## config.mk

```make
export PLATFORM = sky130hd
export DESIGN_NAME = intan_cmd_scheduler
export DESIGN_NICKNAME = d
export VERILOG_FILES = /design/src/rtl/intan_cmd_scheduler.sv
export SDC_FILE = /design/constraint.sdc
export NUM_CORES = 1
export LEC_CHECK = 0
export ABC_AREA = 1
export CAP_MARGIN = 10
export CORE_ASPECT_RATIO = 0.8
export CORE_MARGIN = 5
export CORE_UTILIZATION = 35
export CTS_BUF_LIST = sky130_fd_sc_hd__clkbuf_4
export DETAILED_ROUTE_END_ITERATION = 6
export GPL_ROUTABILITY_DRIVEN = 0
export PLACE_DENSITY = 0.56
export RECOVER_POWER = 50
export SYNTH_ARGS = -nofsm -noshare
export SYNTH_HDL_FRONTEND = slang
export SYNTH_SLANG_ARGS = --single-unit
```

## constraint.sdc

```tcl
create_clock -name clk -period 4.9 [get_ports clk]
set_input_delay 0.98 -clock clk [delete_from_list [all_inputs] [get_ports clk]]
set_output_delay 0.98 -clock clk [all_outputs]
set_load 0.005 [all_outputs]
```

## src/rtl/intan_cmd_scheduler.sv

```systemverilog
// rtl/intan_cmd_scheduler.sv - frame-level command scheduler for the Intan SPI engine
// Issues 32 CONVERT slots plus 3 auxiliary list slots per frame over a valid/ready handshake.
module intan_cmd_scheduler #(
  parameter int NUM_CH     = 32,
  parameter int AUX_SLOTS  = 3,
  parameter int LIST_DEPTH = 16
) (
  input  logic        clk,
  input  logic        reset,
  input  logic        spi_start,
  input  logic        spi_continuous,
  input  logic [31:0] max_timestep,
  input  logic [3:0]  aux_len,
  input  logic        cmd_wr_en,
  input  logic [3:0]  cmd_wr_addr,
  input  logic [15:0] cmd_wr_data,
  input  logic        cmd_ready,
  output logic        cmd_valid,
  output logic [15:0] cmd_data,
  output logic        frame_start,
  output logic [5:0]  channel,
  output logic [3:0]  instr_counter,
  output logic [31:0] timestamp,
  output logic        busy,
  output logic        done
);

  localparam int LAST_SLOT = NUM_CH + AUX_SLOTS - 1;
  localparam logic [0:0] IDLE = 1'b0;
  localparam logic [0:0] RUN  = 1'b1;

  logic [0:0]  state;
  logic [15:0] cmd_list [LIST_DEPTH];
  logic [3:0]  aux_len_q;
  logic        cont_q;

  logic        aux_slot;
  logic        last_slot;
  logic        finish;
  logic [3:0]  ic_next;
  logic [5:0]  ch_next;
  logic [31:0] ts_next;
  logic [31:0] max_eff;
  logic [15:0] next_cmd;

  assign cmd_valid   = (state == RUN);
  assign busy        = (state == RUN);
  assign frame_start = (state == RUN) && (channel == 6'd0);

  assign aux_slot  = (channel >= 6'(NUM_CH));
  assign last_slot = (channel == 6'(LAST_SLOT));
  assign ts_next   = timestamp + 32'd1;
  assign max_eff   = (max_timestep == 32'd0) ? 32'd1 : max_timestep;

  // A run started in continuous mode ends at the first frame boundary that sees the flag cleared.
  assign finish = spi_continuous ? 1'b0 : (cont_q | (ts_next >= max_eff));

  always_comb begin
    ic_next = instr_counter;
    if (aux_slot) begin
      ic_next = (instr_counter == aux_len_q) ? 4'd0 : instr_counter + 4'd1;
    end
  end

  assign ch_next  = last_slot ? 6'd0 : channel + 6'd1;
  // The list read sees the pre-edge contents, so a same-cycle write to this entry loads the old word.
  assign next_cmd = (ch_next < 6'(NUM_CH)) ? {2'b00, ch_next, 8'h00} : cmd_list[ic_next];

  always_ff @(posedge clk or negedge reset) begin
    if (!reset) begin
      for (int i = 0; i < LIST_DEPTH; i++) begin
        cmd_list[i] <= 16'h0000;
      end
    end else if (cmd_wr_en) begin
      cmd_list[cmd_wr_addr] <= cmd_wr_data;
    end
  end

  always_ff @(posedge clk or negedge reset) begin
    if (!reset) begin
      state         <= IDLE;
      cmd_data      <= 16'h0000;
      channel       <= 6'd0;
      instr_counter <= 4'd0;
      timestamp     <= 32'd0;
      aux_len_q     <= 4'd0;
      cont_q        <= 1'b0;
      done          <= 1'b0;
    end else begin
      done <= 1'b0;
      if (state == IDLE) begin
        if (spi_start) begin
          state         <= RUN;
          channel       <= 6'd0;
          timestamp     <= 32'd0;
          instr_counter <= 4'd0;
          aux_len_q     <= aux_len;
          cont_q        <= spi_continuous;
          cmd_data      <= 16'h0000;
        end
      end else if (cmd_ready) begin
        instr_counter <= ic_next;
        if (last_slot && finish) begin
          state <= IDLE;
          done  <= 1'b1;
        end else begin
          channel  <= ch_next;
          cmd_data <= next_cmd;
          if (last_slot) begin
            timestamp <= ts_next;
          end
        end
      end
    end
  end

endmodule

```

==> results.cfg <==
[logic_synthesis]
synthCells = 2095
ys_ff_latch = 321
synth_xor_xnor_area_share_pct = 1.66
synth-adder-area-share_pct = 2.83
syn_area_per_cell_um2 = 7.80
yosysSeqAreaShare_pct = 49.2
yosysUniqueCellTypes = 34
synth_nets = 2194
yosys-mux-area-fraction_pct = 0.0689
synthSimpleGateAreaFrac_pct = 29.0
syn_area_um2 = 16300
yosysWarnings = 0
synth_top_family_by_area = simple AND/OR/NAND/NOR gates
synth_compound_area_share_pct = 10.3

[die]
dieArea_um2 = 51100
io_pins = 124
row_count = 70
coreArea_um2 = 46000
initial_utilization_pct = 35.5
die_x_um = 252
die_h_um = 203

[timing]
layout_min_cycle_time_ns = 4.17
finalCritPeriodShare_pct = 85.1
clock_skew_ns = 0.0528
fmax_mhz = 240
finalMaxSlewViolations = 202
setup-violations-final = 0
rsz0062_at_grt = false
finalHoldViolations = 0
relSlewSlack_pct = -136
tns_ns = 0
tightest_slew_ns = 3.54

[global_route]
grt_pass1_vias = 14400
grt_pass1_wl_mm = 84.2
grt_max_degree = 103
grt_usage_pct = 20.7
overflow = 0
antenna_found_initial = 1

[clocking]
ctsResizeCount = 0
clock_latency_ns = 0.78
h-tree-depth = 3
clockBufferDepth = 3
cts_buffers = 88
cts-root-buf = clkbuf_4
cts_tree = done
cts_hold_buf = 0
post-cts-setup-buffer-count = 0
clk_pin_slew_ns = 0.06
cts.sinks = 321

[critical_path]
endpoint_kind = flip-flop
worstPathRequired_ns = 5.50
path_class = reg2reg
crit_path_start_kind = flip-flop
cp_max_fo = 64
arrival_ns = 4.76

[place]
placed_area_um2 = 18000
portBuffers = 123
post-dp-hpwl_mm = 32.8

[run_status]
violations = capacitance limit, slew limit
status = finished with violations

[cells_and_area]
drive_gt1_share_pct = 8.54
nets = 2300
syn_to_final_growth_pct = 16.9
final_common_cell = nand2_1
final_cell_mix = 603 x nand2_1, 345 x nand3_1, 321 x dfrtp_1, 257 x o21ai_0, 130 x inv_1
final_area_um2 = 19100
register_area_um2 = 8030
nFillCells = 4702
multi_input_area_um2 = 7200

[power_and_ir_drop]
p_leak_nw = 9.02
vdd_drop_max_v = 0.000265
power.density_nw_per_um2 = 509

[detailed_routing]
drt_wl_total_mm = 53.3
vias_per_cell = 5.20
drt_iter0_markers = 1358
vias = 14900
ant_nets = 0
routedWlPerCell_um = 18.5
firstDrtPassIters = 7
route.detailed.drc = 0

[run]
drv_cap = 5

[hold_path]
hold_class = reg2reg
through the flow:
stage          hold slack [ns]  worst slack (ns)  util, %  power (mW)  instances
5_1_grt                  0.500             0.131     41.5        10.4       2873
3_5_place_dp             0.473             0.826     39.2        7.33       2723
3_3_place_gp             0.466             0.913     39.2        7.28       2723
6_report                 0.483             0.732     41.5        9.71       2873
4_1_cts                  0.128             0.775     41.6        9.78       2872
2_1_floorplan            0.453              1.71        -        5.93       2095
worst max-delay path, cell delays in order (launching register included):
cell,delay (ns)
dfrtp_1,0.45
ha_1,0.22
inv_1,0.09
nor3_4,0.27
nand2_1,0.15
nor2_1,0.24
nand2_1,0.12
nor2_1,0.14
xor2_1,0.16
inv_1,0.08
ha_1,0.27
nand2_1,0.05
inv_1,0.07
nand3_1,0.08
nor3_1,0.23
nor2b_1,0.23
nand2_1,0.07
nand4_1,0.15
nand2_2,0.17
nand3_2,0.09
buf_4,0.49
o21ai_0,0.18
report_power, final:
part	total (mW)	internal [mW]	switching, mW
Combinational	3.74	1.24	2.51
Clock	2.41	1.24	1.16
Sequential	3.57	3.21	0.359
Total	9.71	5.69	4.03
cell usage after synthesis (all sizes together):
| library cell | n | share of area [%] |
|---|---|---|
| a21o | 2 | 0.092 |
| o21bai | 2 | 0.092 |
| nand2 | 609 | 14 |
| nand3 | 350 | 11 |
| o21a | 1 | 0.046 |
| inv | 136 | 3.1 |
| nor3 | 22 | 0.90 |
| buf | 57 | 1.9 |
| xor2 | 22 | 1.2 |
| nor4 | 13 | 0.59 |
| nor2 | 87 | 2.0 |
| mux2 | 1 | 0.069 |
| o21ai | 275 | 8.4 |
| clkbuf | 82 | 1.9 |
| dfrtp | 321 | 49 |
| ha | 37 | 2.8 |
| nor3b | 1 | 0.046 |
| o22ai | 5 | 0.19 |
| nor2b | 2 | 0.077 |
| nand4 | 13 | 0.50 |
| xnor2 | 9 | 0.48 |
| a21oi | 48 | 1.5 |
flip-flops by register name, summed over array words and instances, names as in the netlist:
register and flops:
cmd_list 256, timestamp 32, cmd_data 16, channel 6, aux_len_q 4, instr_counter 4, busy 1, cont_q 1
done 1
routing by layer:
layer / part of all wire [%] / global-route usage (%) / vias to the layer above
met5: 0 / 0 / -
met4: 2.9 / 7.13 / 0
met3: 6.9 / 4.44 / 97
met2: 45 / 31.8 / 525
met1: 45 / 29.0 / 7153
li1: - / - / 7155
cell families after synthesis:
kind of cell,count (synthesis)
AND/OR/NAND/NOR,1097
AO/OA/AOI/OAI,333
flip-flops,321
buffers and inverters,275
adder cells (fa/ha/maj),37
XOR/XNOR,31
multiplexers,1
final timing paths:
kind                            endpoint  slack (ns)     startpoint  depth (start not counted)
max reg2reg                timestamp[28]        0.73   timestamp[0]                         21
max in group asynchronous   cmd_list[68]        0.87          reset                          2
max                        timestamp[28]        0.73   timestamp[0]                         21
min reg2reg                cmd_list[101]        0.48  cmd_list[101]                          2
min                        cmd_list[101]        0.48  cmd_list[101]                          2
min in group asynchronous   cmd_list[21]        1.64          reset                          1
final cells by class:
cell class | count | area share (%)
repair buffers | 155 | 7.82
flip-flops and latches | 321 | 42.1
diodes | 1 | 0.0131
clock buffers | 128 | 5.03
clock inverters | 21 | 0.655
well taps | 612 | 4.01
inverters | 136 | 2.67
multi-input cells | 1499 | 37.7
(Power assumes the default switching activity.)
